## src/rtl/dispensador_pkg.sv

```systemverilog
// Shared types and default timing for the dispenser actuator controller.
package dispensador_pkg;

  typedef enum logic [2:0] {
    IDLE   = 3'd0,
    RUN    = 3'd1,
    COOL   = 3'd2,
    DONE_S = 3'd3,
    FAULT  = 3'd4
  } state_e;

  localparam int unsigned DEF_MOTOR_MAX = 200;
  localparam int unsigned DEF_COOLDOWN  = 20;

endpackage

```

## src/rtl/dispensador_ctrl_if.sv

```systemverilog
// Request/sensor/status bundle between the vending control logic and the dispenser controller.
interface dispensador_ctrl_if #(
  parameter int unsigned ITEM_W = 8
);
  logic              DISPENSE_REQ;
  logic              ITEM_SENSOR;
  logic              CLR_FAULT;
  logic              MOTOR;
  logic              BUSY;
  logic              DONE;
  logic              FAULT;
  logic [ITEM_W-1:0] ITEM_COUNT;

  modport master (
    output DISPENSE_REQ, ITEM_SENSOR, CLR_FAULT,
    input  MOTOR, BUSY, DONE, FAULT, ITEM_COUNT
  );

  modport slave (
    input  DISPENSE_REQ, ITEM_SENSOR, CLR_FAULT,
    output MOTOR, BUSY, DONE, FAULT, ITEM_COUNT
  );
endinterface

```

## src/rtl/dispensador_ctrl_sync_rise_det.sv

```systemverilog
// Two-flop synchronizer followed by a rising-edge detector; rise_o is one cycle wide.
module sync_rise_det (
  input  logic CLK,
  input  logic RST,
  input  logic d_i,
  output logic rise_o
);

  // [0],[1] form the synchronizer, [2] holds the previous synchronized level
  logic [2:0] sh_q;

  always_ff @(posedge CLK) begin
    if (RST) begin
      sh_q <= '0;
    end else begin
      sh_q <= {sh_q[1:0], d_i};
    end
  end

  assign rise_o = sh_q[1] & ~sh_q[2];

endmodule

```

## src/rtl/dispensador_ctrl.sv

```systemverilog
// Dispenser actuator controller: runs the motor per request, retries missed drops,
// latches a fault after the last retry, and counts delivered items.
module dispensador_ctrl
  import dispensador_pkg::*;
#(
  parameter int unsigned CNT_W     = 8,
  parameter int unsigned MOTOR_MAX = DEF_MOTOR_MAX,
  parameter int unsigned COOLDOWN  = DEF_COOLDOWN,
  parameter int unsigned MAX_RETRY = 2,
  parameter int unsigned ITEM_W    = 8
) (
  input  logic               CLK,
  input  logic               RST,
  dispensador_ctrl_if.slave  bus
);

  localparam int unsigned RTY_W = (MAX_RETRY > 0) ? $clog2(MAX_RETRY + 1) : 1;

  localparam logic [CNT_W-1:0] MOTOR_LAST = CNT_W'(MOTOR_MAX - 1);
  localparam logic [CNT_W-1:0] COOL_LAST  = CNT_W'(COOLDOWN - 1);
  localparam logic [RTY_W-1:0] RTY_LIMIT  = RTY_W'(MAX_RETRY);

  state_e            state_q;
  logic [CNT_W-1:0]  timer_q;
  logic [RTY_W-1:0]  retry_q;
  logic              got_item_q;
  logic              req_q;
  logic              motor_q;
  logic              busy_q;
  logic              done_q;
  logic              fault_q;
  logic [ITEM_W-1:0] item_cnt_q;
  logic [ITEM_W-1:0] item_cnt_d;
  logic              req_rise;
  logic              item_rise;

  sync_rise_det u_item_det (
    .CLK    (CLK),
    .RST    (RST),
    .d_i    (bus.ITEM_SENSOR),
    .rise_o (item_rise)
  );

  assign req_rise = bus.DISPENSE_REQ & ~req_q;

  always_comb begin
    item_cnt_d = item_cnt_q;
    if (!(&item_cnt_q)) begin
      item_cnt_d = item_cnt_q + 1'b1;
    end
  end

  always_ff @(posedge CLK) begin
    if (RST) begin
      state_q    <= IDLE;
      timer_q    <= '0;
      retry_q    <= '0;
      got_item_q <= 1'b0;
      req_q      <= 1'b0;
      motor_q    <= 1'b0;
      busy_q     <= 1'b0;
      done_q     <= 1'b0;
      fault_q    <= 1'b0;
      item_cnt_q <= '0;
    end else begin
      req_q  <= bus.DISPENSE_REQ;
      done_q <= 1'b0;
      case (state_q)
        IDLE: begin
          motor_q <= 1'b0;
          busy_q  <= 1'b0;
          fault_q <= 1'b0;
          if (req_rise) begin
            state_q    <= RUN;
            timer_q    <= '0;
            retry_q    <= '0;
            got_item_q <= 1'b0;
            motor_q    <= 1'b1;
            busy_q     <= 1'b1;
          end
        end

        // a drop seen on the timeout cycle still counts as a successful attempt
        RUN: begin
          if (item_rise) begin
            state_q    <= COOL;
            got_item_q <= 1'b1;
            item_cnt_q <= item_cnt_d;
            timer_q    <= '0;
            motor_q    <= 1'b0;
          end else if (timer_q == MOTOR_LAST) begin
            timer_q <= '0;
            motor_q <= 1'b0;
            if (retry_q < RTY_LIMIT) begin
              state_q <= COOL;
              retry_q <= retry_q + 1'b1;
            end else begin
              state_q <= FAULT;
              fault_q <= 1'b1;
            end
          end else begin
            timer_q <= timer_q + 1'b1;
          end
        end

        COOL: begin
          if (timer_q == COOL_LAST) begin
            timer_q <= '0;
            if (got_item_q) begin
              state_q <= DONE_S;
              done_q  <= 1'b1;
            end else begin
              state_q <= RUN;
              motor_q <= 1'b1;
            end
          end else begin
            timer_q <= timer_q + 1'b1;
          end
        end

        DONE_S: begin
          state_q <= IDLE;
          busy_q  <= 1'b0;
        end

        FAULT: begin
          if (bus.CLR_FAULT) begin
            state_q <= IDLE;
            fault_q <= 1'b0;
            busy_q  <= 1'b0;
          end
        end

        default: begin
          state_q <= IDLE;
          motor_q <= 1'b0;
          busy_q  <= 1'b0;
          fault_q <= 1'b0;
        end
      endcase
    end
  end

  assign bus.MOTOR      = motor_q;
  assign bus.BUSY       = busy_q;
  assign bus.DONE       = done_q;
  assign bus.FAULT      = fault_q;
  assign bus.ITEM_COUNT = item_cnt_q;

  // Output consistency: the motor never runs while idle, faulted or reporting completion.
  a_motor_busy : assert property (@(posedge CLK) disable iff (RST) motor_q |-> busy_q);
  a_fault_off  : assert property (@(posedge CLK) disable iff (RST) fault_q |-> !motor_q);
  a_done_off   : assert property (@(posedge CLK) disable iff (RST) done_q |-> !motor_q);

endmodule

```

## src/flat_wrapper.sv

```systemverilog
// flat-port wrapper written by rule: the top's interface ports become plain ports
module dispensador_ctrl_flat import dispensador_pkg::*;
#(
  parameter int unsigned CNT_W     = 8,
  parameter int unsigned MOTOR_MAX = DEF_MOTOR_MAX,
  parameter int unsigned COOLDOWN  = DEF_COOLDOWN,
  parameter int unsigned MAX_RETRY = 2,
  parameter int unsigned ITEM_W    = 8
)
  (CLK, RST, bus_DISPENSE_REQ, bus_ITEM_SENSOR, bus_CLR_FAULT, bus_MOTOR, bus_BUSY, bus_DONE, bus_FAULT, bus_ITEM_COUNT);
  dispensador_ctrl_if #(.ITEM_W(ITEM_W)) bus_i ();
  input  logic CLK;
  input  logic RST;
  input wire logic [$bits(bus_i.DISPENSE_REQ)-1:0] bus_DISPENSE_REQ;
  input wire logic [$bits(bus_i.ITEM_SENSOR)-1:0] bus_ITEM_SENSOR;
  input wire logic [$bits(bus_i.CLR_FAULT)-1:0] bus_CLR_FAULT;
  output wire logic [$bits(bus_i.MOTOR)-1:0] bus_MOTOR;
  output wire logic [$bits(bus_i.BUSY)-1:0] bus_BUSY;
  output wire logic [$bits(bus_i.DONE)-1:0] bus_DONE;
  output wire logic [$bits(bus_i.FAULT)-1:0] bus_FAULT;
  output wire logic [$bits(bus_i.ITEM_COUNT)-1:0] bus_ITEM_COUNT;
  assign bus_i.DISPENSE_REQ = bus_DISPENSE_REQ;
  assign bus_i.ITEM_SENSOR = bus_ITEM_SENSOR;
  assign bus_i.CLR_FAULT = bus_CLR_FAULT;
  assign bus_MOTOR = bus_i.MOTOR;
  assign bus_BUSY = bus_i.BUSY;
  assign bus_DONE = bus_i.DONE;
  assign bus_FAULT = bus_i.FAULT;
  assign bus_ITEM_COUNT = bus_i.ITEM_COUNT;
  dispensador_ctrl #(.CNT_W(CNT_W), .MOTOR_MAX(MOTOR_MAX), .COOLDOWN(COOLDOWN), .MAX_RETRY(MAX_RETRY), .ITEM_W(ITEM_W)) u_core (.CLK(CLK), .RST(RST), .bus(bus_i));
endmodule
```

## config.mk

```make
export PLATFORM = sky130hd
export DESIGN_NAME = dispensador_ctrl_flat
export DESIGN_NICKNAME = d
export VERILOG_FILES = /design/src/rtl/dispensador_pkg.sv /design/src/rtl/dispensador_ctrl_if.sv /design/src/rtl/dispensador_ctrl_sync_rise_det.sv /design/src/rtl/dispensador_ctrl.sv /design/src/flat_wrapper.sv
export SDC_FILE = /design/constraint.sdc
export NUM_CORES = 1
export LEC_CHECK = 0
export ABC_AREA = 1
export CAP_MARGIN = 20
export CELL_PAD_IN_SITES_DETAIL_PLACEMENT = 1
export CELL_PAD_IN_SITES_GLOBAL_PLACEMENT = 1
export CORE_MARGIN = 5
export CORE_UTILIZATION = 25
export CTS_CLUSTER_SIZE = 12
export DETAILED_ROUTE_END_ITERATION = 7
export PLACE_DENSITY_LB_ADDON = 0.12
export SLEW_MARGIN = 10
export SYNTH_ARGS = -nofsm -noshare
export SYNTH_HDL_FRONTEND = slang
export SYNTH_SLANG_ARGS = --single-unit
export TNS_END_PERCENT = 50
```

## constraint.sdc

```tcl
create_clock -name CLK -period 2.71 [get_ports CLK]
set_input_delay 0.542 -clock CLK [delete_from_list [all_inputs] [get_ports CLK]]
set_output_delay 0.542 -clock CLK [all_outputs]
set_load 0.01 [all_outputs]
```

==> run summary, run 1 <==
The actual slew at the worst max-slew pin is 0.4909 ns. The layout overhead on the synthesized area came out at 20.06%. The flip-flop and latch count after synthesis is 30. The multiplexer share of the synthesized area came out at 0. The number of hold violations in the final report is 0. The critical setup path kind is reg2out.

After synthesis, the largest family of logic cells by area is simple AND/OR/NAND/NOR gates. The first-pass iteration count of the detailed router came out at 4. Before CTS, the worst setup slack after placement is 0.8351 ns. The per-cell routed wire length is 12.07 um.

The number of global-route vias before repair came out at 1494. For this block, wires on met1 add up to 2153 um. Counting instances, the worst hold path has a depth of 2.

The placed wire-length estimate came out at 3069 um. Across all setup checks in the final design, the least slack found is 0.8649 ns. The biggest area contributor in the post-synthesis netlist is sky130_fd_sc_hd__dfxtp_1. Each instance of the synthesized netlist takes up on average 6.868 sq um. The number of I/O port buffers is 16.

The DRC marker count from the first detailed-route iteration is 36. For this design, the CTS-stage hold fixing added 0 buffers. The largest single stage delay on the critical path is 0.58 ns. The chip height is 90.69 um. For this design the static power due to leakage is 0.7930 nW. The internal power summed over all cells is 0.0009577 W. The overall overflow remaining after global route came out at 0.

The ratio of cells with drive above 1 in the final layout is 0.1089. The final cell utilization of the core came out at 0.3078. Clock-pin slew was measured on the worst setup and hold paths at 0.07 ns. The share of total power consumed by net switching is 0.4190.

The number of max-slew violations in the final report is 0. The setup fix buffers added after clock tree synthesis is 0. By instance count, the leading cell after synthesis is sky130_fd_sc_hd__nand2_1. The floorplan step defined a die boundary enclosing 8225 sq um. The post-route DRC violation count is 0. The remaining number of nets flagged by the antenna check after routing is 0. In the synthesized netlist the dominant register cell turns out to be sky130_fd_sc_hd__dfxtp_1. The sequential power share came out at 0.351. The mapped netlist covers 1628 sq um.

Across the run, the number of max-cap violations was 0. The final-report setup violation count is 0. The number of ports placed on the die boundary is 17.

After synthesis, the most frequently instantiated cells are sky130_fd_sc_hd__nand2_1, sky130_fd_sc_hd__nor2_1, sky130_fd_sc_hd__dfxtp_1, sky130_fd_sc_hd__inv_1, sky130_fd_sc_hd__nand3_1. On the critical path the largest part of the delay comes from buffers and inverters. Yosys attributes the largest share of cell area to sky130_fd_sc_hd__dfxtp_1, sky130_fd_sc_hd__nand2_1, sky130_fd_sc_hd__nor2_1.

The global-route usage over all layers came out at 0.1086. The fraction of the mapped netlist area in compound gates is 0.07686. The synthesized-area fraction occupied by and/or/nand/nor cells is 0.4051. The library cell used as clock root buffer is sky130_fd_sc_hd__clkbuf_8.

The cell with the largest stage delay on the worst path is sky130_fd_sc_hd__clkdlybuf4s50_1. STA classifies the critical path endpoint as an output pin. The instance count on the critical path came out at 1.

The number of buffers between clock root and the deepest sink came out at 2. The total length of routed met3 wires came out at 109 um. The run finished with clean final reports. The area share of fa/ha/maj cells after synthesis came out at 0.01537. The top cell type's share of synthesized area is 0.3689.

The minimum clock period after layout is 1.845 ns. Traced cell by cell, the critical path runs through clkdlybuf4s50_1. In this run the core area contains 29 standard-cell rows.

The data arrival time of the critical path is 1.30 ns. During synthesis, Yosys emitted a total of 0 warnings. The tightest min-delay check is of the reg2reg type. The pin count of the biggest net entering global routing is 13. The number of vias per cell is 4.359. The highest net fanout along the worst path is 6.

The number of antenna violations at the first check in global routing came out at 0. The clock sink count is 30. After layout, the design draws a total of 0.001648 W.

The fraction of the cycle the final worst path needs is 0.6808. The worst relative slew slack came out at 0.6724. The vias after detailed routing came out at 1456. The clock tree from TritonCTS is yes. The number of nets in the layout is 265. The routability congestion estimate from global placement is 0.7730. STA puts the critical path data required time at 2.17 ns. The post-route setup TNS came out at 0 ns. The clock latency on the worst-skew pair is 0.28 ns. The synthesized-area fraction occupied by xor and xnor cells came out at 0.03766. The area inside the core boundary is 6350 sq um.

The post-cts repair resize count came out at 0. The number of antenna repair diodes came out at 0. The first-pass GRT wire length is 7279 um. The worst-case vdd ir drop came out at 0.2648 mV. The launching element type of the critical path is a flop. The top achievable clock speed is 0.5420 GHz.

The share of total power dissipated in the clock network is 0.218. The total wire length after detailed routing came out at 4031 um. The total clock buffers created by CTS is 5. The power density over the cells came out at 843.3 nW/um^2. Of the total power, combinational logic draws 0.432. Counting distinct cell types in the post-synthesis netlist gives 27.

For this design the total switching power over the nets is 0.0006905 W. The maximum clock skew at final layout is 0.004527 ns. In this run, synthesis inferred 0 flip-flops with an integrated enable. The met2 wirelength from detailed routing is 1709 um. The number of buffer and inverter stages on the critical path is 1.

The cell area after layout is 1954 sq um. The proportion of register bits with asynchronous set or reset after synthesis is 0. The starting density of the core came out at 0.2564. The post-synthesis cell count came out at 237. The number of nets produced by synthesis came out at 244. Counting cells, the worst reg-to-reg path comes to 9. Once placement finished, the instance area stood at 1872 sq um. For this run, the register share of the synthesized area comes to 0.3689. Measured along the x axis, the die boundary spans 90.69 um.

Setup repair after global routing left no endpoint under its margin. The highest routing layer actually used is met4. The count of H-tree levels built during CTS came out at 2.
## kinds of logic (layout without fill, tap and decap cells)
group,count (synthesis),in the layout
AND/OR/NAND/NOR,137,137
AO/OA/AOI/OAI,23,23
flip-flops,30,30
adder cells (fa/ha/maj),2,2
XOR/XNOR,7,7
buffers and inverters,38,58
## routing by layer
metal / up-vias / global-route usage
li1: 792 / -
met1: 643 / 0.1484
met2: 15 / 0.1628
met3: 6 / 0.03250
met4: 0 / 0.03350
met5: - / 0
## per-stage QoR
stage | hold slack (ns) | cells
after floorplan | 0.3883 | 237
after global placement | 0.3922 | 328
after detailed placement | 0.4043 | 328
after CTS | 0.4120 | 334
after global routing | 0.4390 | 334
final | 0.4027 | 334
## final timing paths
| kind | startpoint | slack (ns) | end |
|---|---|---|---|
| min reg2reg | u_core.u_item_det.sh_q[0] | 0.40 | u_core.u_item_det.sh_q[1] |
| max | u_core.bus.ITEM_COUNT[0] | 0.86 | bus_ITEM_COUNT[0] |
| max reg2reg | u_core.bus.ITEM_COUNT[0] | 1.17 | u_core.bus.ITEM_COUNT[4] |
| min | u_core.u_item_det.sh_q[0] | 0.40 | u_core.u_item_det.sh_q[1] |
## cell usage in the layout (no fill, tap or decap), types with 2 or more instances in the layout
| master | n |
|---|---|
| sky130_fd_sc_hd__nor3_1 | 5 |
| sky130_fd_sc_hd__nor2_1 | 34 |
| sky130_fd_sc_hd__inv_1 | 30 |
| sky130_fd_sc_hd__xnor2_1 | 2 |
| sky130_fd_sc_hd__nor2_4 | 4 |
| sky130_fd_sc_hd__nand2_4 | 3 |
| sky130_fd_sc_hd__o21ai_1 | 2 |
| sky130_fd_sc_hd__nand4_1 | 8 |
| sky130_fd_sc_hd__a21oi_2 | 2 |
| sky130_fd_sc_hd__clkbuf_8 | 6 |
| sky130_fd_sc_hd__clkdlybuf4s50_1 | 16 |
| sky130_fd_sc_hd__o21ai_0 | 6 |
| sky130_fd_sc_hd__a21oi_1 | 12 |
| sky130_fd_sc_hd__inv_4 | 2 |
| sky130_fd_sc_hd__nand3_2 | 4 |
| sky130_fd_sc_hd__nand3_1 | 13 |
| sky130_fd_sc_hd__xor2_1 | 5 |
| sky130_fd_sc_hd__nand2_2 | 2 |
| sky130_fd_sc_hd__ha_1 | 2 |
| sky130_fd_sc_hd__dfxtp_1 | 30 |
| sky130_fd_sc_hd__inv_2 | 3 |
| sky130_fd_sc_hd__nand2_1 | 61 |
## worst register-to-register path: stages, from the launching register on
cell and delay (ns):
sky130_fd_sc_hd__dfxtp_1 0.45, sky130_fd_sc_hd__ha_1 0.21, sky130_fd_sc_hd__inv_1 0.07, sky130_fd_sc_hd__nor2_1 0.19
sky130_fd_sc_hd__nand2_1 0.12, sky130_fd_sc_hd__nand2_4 0.14, sky130_fd_sc_hd__inv_4 0.07, sky130_fd_sc_hd__nand3_1 0.07
sky130_fd_sc_hd__nand2_1 0.06, sky130_fd_sc_hd__a21oi_2 0.11
## sequential cells by signal, indices dropped and copies added (netlist names)
register	count
u_core.retry_q	2
u_core.u_item_det.sh_q	3
u_core.bus.DONE	1
u_core.timer_q	8
u_core.bus.BUSY	1
u_core.req_q	1
u_core.bus.FAULT	1
u_core.state_q	3
u_core.got_item_q	1
u_core.bus.ITEM_COUNT	8
u_core.bus.MOTOR	1
## power by group through the flow
stage	clock network (W)	registers (W)	logic, W
after floorplan	0	0.000561	0.000585
after global placement	0	0.000588	0.000722
after detailed placement	0	0.000588	0.000725
after CTS	0.000385	0.000579	0.000727
after global routing	0.000410	0.000590	0.000838
final	0.000359	0.000578	0.000711
## cell type report
cell class / count / area (sq um)
clock buffer: 6 / 82.58
fill: 815 / 4395
inverter: 35 / 136.4
multi-input combinational: 169 / 870.8
sequential: 30 / 600.6
tap: 77 / 96.34
timing repair buffer: 17 / 167.7
(Power assumes the default switching activity.)
==> run 2: changes to the inputs <==
Clock period 2.71 ns to 1.5 ns, I/O delays scaled along.
==> run 2 against run 1 <==
  * Clock-buffer cell count shrank 1
  * Final cell count rose by 5.4%
  * Sequential cell count did not move
  * Clock skew rose by 0.0017 ns
  * Total power increased by 90%
  * Sequential power is 75% higher
  * Final area grew 6.8%
  * Sequential share of layout area down 1.9 points
  * Combinational power grew 110%
  * Global-route usage is 0.18 points higher
  * Critical path type unchanged
==> run summary, run 2 (synthesized netlist as in run 1, its figures left out) <==
Status: complete, no violations (unchanged). The number of ports placed on the die boundary is 17 (unchanged). The power density over the cells is 1501 nW/um^2 (was 843.3 nW/um^2). The library cell used as clock root buffer was sky130_fd_sc_hd__clkbuf_8 (unchanged). The endpoint required time on the critical path came out at 1.20 ns (was 2.17 ns). The ratio of cells with drive above 1 in the final layout is 0.1818 (was 0.1089). The number of nets in the layout was 282 (was 265). The number of buffers inserted by hold repair at cts is 0 (unchanged). The vias after detailed routing came to 1528 (was 1456). The first-pass GRT wire length is 7403 um (was 7279 um).

The number of max-slew violations in the final report came out at 0 (unchanged). The number of global-route vias before repair is 1557 (was 1494). The setup slack of the worst register-to-register path is 0.12 ns (was 1.17 ns). The global-route usage over all layers was 0.1103 (was 0.1086).

The critical setup path kind is reg2out (unchanged). The count of H-tree levels built during CTS is 2 (unchanged). The overall overflow remaining after global route came out at 0 (unchanged).

The number of buffers between clock root and the deepest sink came out at 2 (unchanged). The floorplan row count is 29 (unchanged). The layout overhead on the synthesized area came out at 28.21% (was 20.06%).

The overall die width was 90.69 um (unchanged). The maximum clock skew at final layout is 0.006210 ns (was 0.004527 ns). The number of hold violations in the final report is 0 (unchanged). The cell with the largest stage delay on the worst path was sky130_fd_sc_hd__clkdlybuf4s50_1 (unchanged). The path class of the lowest-slack min-delay path is reg2reg (unchanged).

The total design power is 0.003132 W (was 0.001648 W). The chip height came out at 90.69 um (unchanged). The total wire length after detailed routing is 4334 um (was 4031 um). Most used cells in the layout excluding fill and tap cells: sky130_fd_sc_hd__nand2_1, sky130_fd_sc_hd__nor2_1, sky130_fd_sc_hd__inv_1 (was sky130_fd_sc_hd__nand2_1, sky130_fd_sc_hd__nor2_1, sky130_fd_sc_hd__inv_1, sky130_fd_sc_hd__dfxtp_1, sky130_fd_sc_hd__clkdlybuf4s50_1). The clock latency on the worst-skew pair is 0.28 ns (about the same). The commonest non-fill, non-tap cell in the layout is sky130_fd_sc_hd__nand2_1 (unchanged). The area inside the core boundary is 6350 sq um (unchanged). The final-report setup violation count came to 0 (unchanged). The final cell count without fillers was 352 (was 334). The remaining number of nets flagged by the antenna check after routing is 0 (unchanged). The setup fix buffers added after clock tree synthesis is 0 (unchanged).

The number of antenna repair diodes came to 0 (unchanged). The largest incremental delay on the critical path came out at 0.54 ns (was 0.58 ns). The highest net fanout along the worst path is 2 (was 6).

The number of buffer and inverter stages on the critical path came out at 1 (unchanged). The number of I/O port buffers came out at 16 (unchanged). The number of cell instances on the worst register-to-register path came out at 7 (was 9). The number of vias per cell is 4.341 (was 4.359).

The endpoint of the most critical register-to-register path was u_core.bus.ITEM_COUNT[2] (was u_core.bus.ITEM_COUNT[4]). The number of placed instances, taps included came to 345 (was 328). The area of the die is 8225 sq um (unchanged). The number of antenna violations at the first check in global routing is 0 (unchanged). The worst path needs 1.442 ns of the cycle, external delays included. The launching element type of the critical path is a flop (unchanged). The startpoint of the lowest-slack register-to-register path is u_core.state_q[2] (was u_core.bus.ITEM_COUNT[0]).

The number of instances on the worst hold path came out at 2 (unchanged). Based on the critical path, the design can be clocked at up to 0.6934 GHz. The leakage power is 0.9598 nW (was 0.7930 nW).

The clock sink count was 30 (unchanged). The hold path startpoint is u_core.u_item_det.sh_q[0] (unchanged). The clock-pin slew on the worst setup and hold paths came out at 0.07 ns (about the same).

The first-pass iteration count of the detailed router is 4 (unchanged). The gate family responsible for the most delay along the worst path was buffers and inverters (unchanged). The endpoint of the worst hold-timing path is u_core.u_item_det.sh_q[1] (unchanged). The post-route setup TNS came out at 0 ns (unchanged). The DRC marker count from the first detailed-route iteration came out at 50 (was 36).

The total clock buffers created by CTS is 5 (unchanged). Crit-path cells: clkdlybuf4s50_1 (unchanged). The worst-case vdd ir drop came out at 0.4213 mV (was 0.2648 mV). In the finished design, the share of the clock period the worst path needs comes to 0.9614.

The post-route DRC violation count came out at 0 (unchanged). The pin count of the biggest net entering global routing is 13 (unchanged). The type of destination of the critical path is an output pin (unchanged).

The count of max-cap constraint violations is 0 (unchanged). The actual slew at the worst max-slew pin came to 0.5277 ns (was 0.4909 ns). The placed wire-length estimate came to 3230 um (was 3069 um).

The worst relative slew slack came to 0.6478 (was 0.6724). The data arrival time of the critical path is 1.14 ns (was 1.30 ns). The clock tree from TritonCTS was yes (unchanged). The per-cell routed wire length is 12.31 um (was 12.07 um).

The routability congestion estimate from global placement came out at 0.7606 (was 0.7730). The starting density of the core came to 0.2564 (unchanged).
==> run 2: cell types whose count changed in the layout (fill, tap and decap cells not counted), moves of 2 or more <==
cell                              previous run  this run
sky130_fd_sc_hd__buf_4                       1        18
sky130_fd_sc_hd__clkdlybuf4s50_1            16         7
sky130_fd_sc_hd__clkinv_2                    0         2
sky130_fd_sc_hd__dlygate4sd2_1               0         6
sky130_fd_sc_hd__dlymetal6s2s_1              0         3
sky130_fd_sc_hd__nand2_1                    61        59
sky130_fd_sc_hd__nand2_2                     2         4
==> run 2: area by class of cell <==
type | instances | area [sq um]
multi-input combinational | 169 | 878.3
clock inverter | 2 | 10.01
tap | 77 | 96.34
sequential | 30 | 601.8
fill | 822 | 4263
inverter | 35 | 136.4
timing repair buffer | 34 | 295.3
clock buffer | 5 | 68.82
==> run 2: per-stage QoR <==
step | worst slack (ns) | hold slack (ns) | area [sq um] | util
floorplan | 0.1295 | 0.3789 | 1628 | -
global placement | -0.09179 | 0.3948 | 1999 | 0.3149
detailed placement | -0.1168 | 0.3989 | 1999 | 0.3149
CTS | 0.02523 | 0.4112 | 2072 | 0.3263
global route | -0.01724 | 0.4620 | 2087 | 0.3287
finish | 0.05790 | 0.4075 | 2087 | 0.3287
==> run 2: timing repair <==
item / in CTS / in global routing
pin swaps: 0 / 1
endpoints found under the setup margin: 6 / 10
gates resized for setup: 7 / 6
==> run 2: power by group <==
| part | total [W] | leakage [nW] | switching [W] | internal [W] |
|---|---|---|---|---|
| clock | 0.000643 | 0.0438 | 0.000331 | 0.000311 |
| sequential | 0.00101 | 0.244 | 0.000111 | 0.000904 |
| combinational | 0.00147 | 0.672 | 0.000883 | 0.000592 |
==> run 2: routing by layer <==
layer / up-vias / routed length, um / global-route usage
met5: - / 0 / 0
met2: 14 / 1917 / 0.1725
met3: 6 / 113 / 0.03500
li1: 821 / - / -
met1: 687 / 2254 / 0.1455
met4: 0 / 48 / 0.02978
==> run 2: worst max-delay path by stage <==
stage | startpoint | to | cells after the start
finish | u_core.bus.ITEM_COUNT[5] | bus_ITEM_COUNT[5] | 1
global route | u_core.bus.ITEM_COUNT[0] | u_core.bus.ITEM_COUNT[4] | 9
CTS | u_core.bus.MOTOR | bus_MOTOR | 1
detailed placement | bus_DISPENSE_REQ | u_core.timer_q[3] | 8
global placement | bus_DISPENSE_REQ | u_core.timer_q[5] | 8
floorplan | u_core.bus.ITEM_COUNT[0] | u_core.bus.ITEM_COUNT[0] | 8
==> run 3: changes to the inputs <==
Settings changed: CTS_CLUSTER_DIAMETER from default to 120.
==> results of run 3 <==
No change in the layout: final DEF, timing and power equal those of run 2.
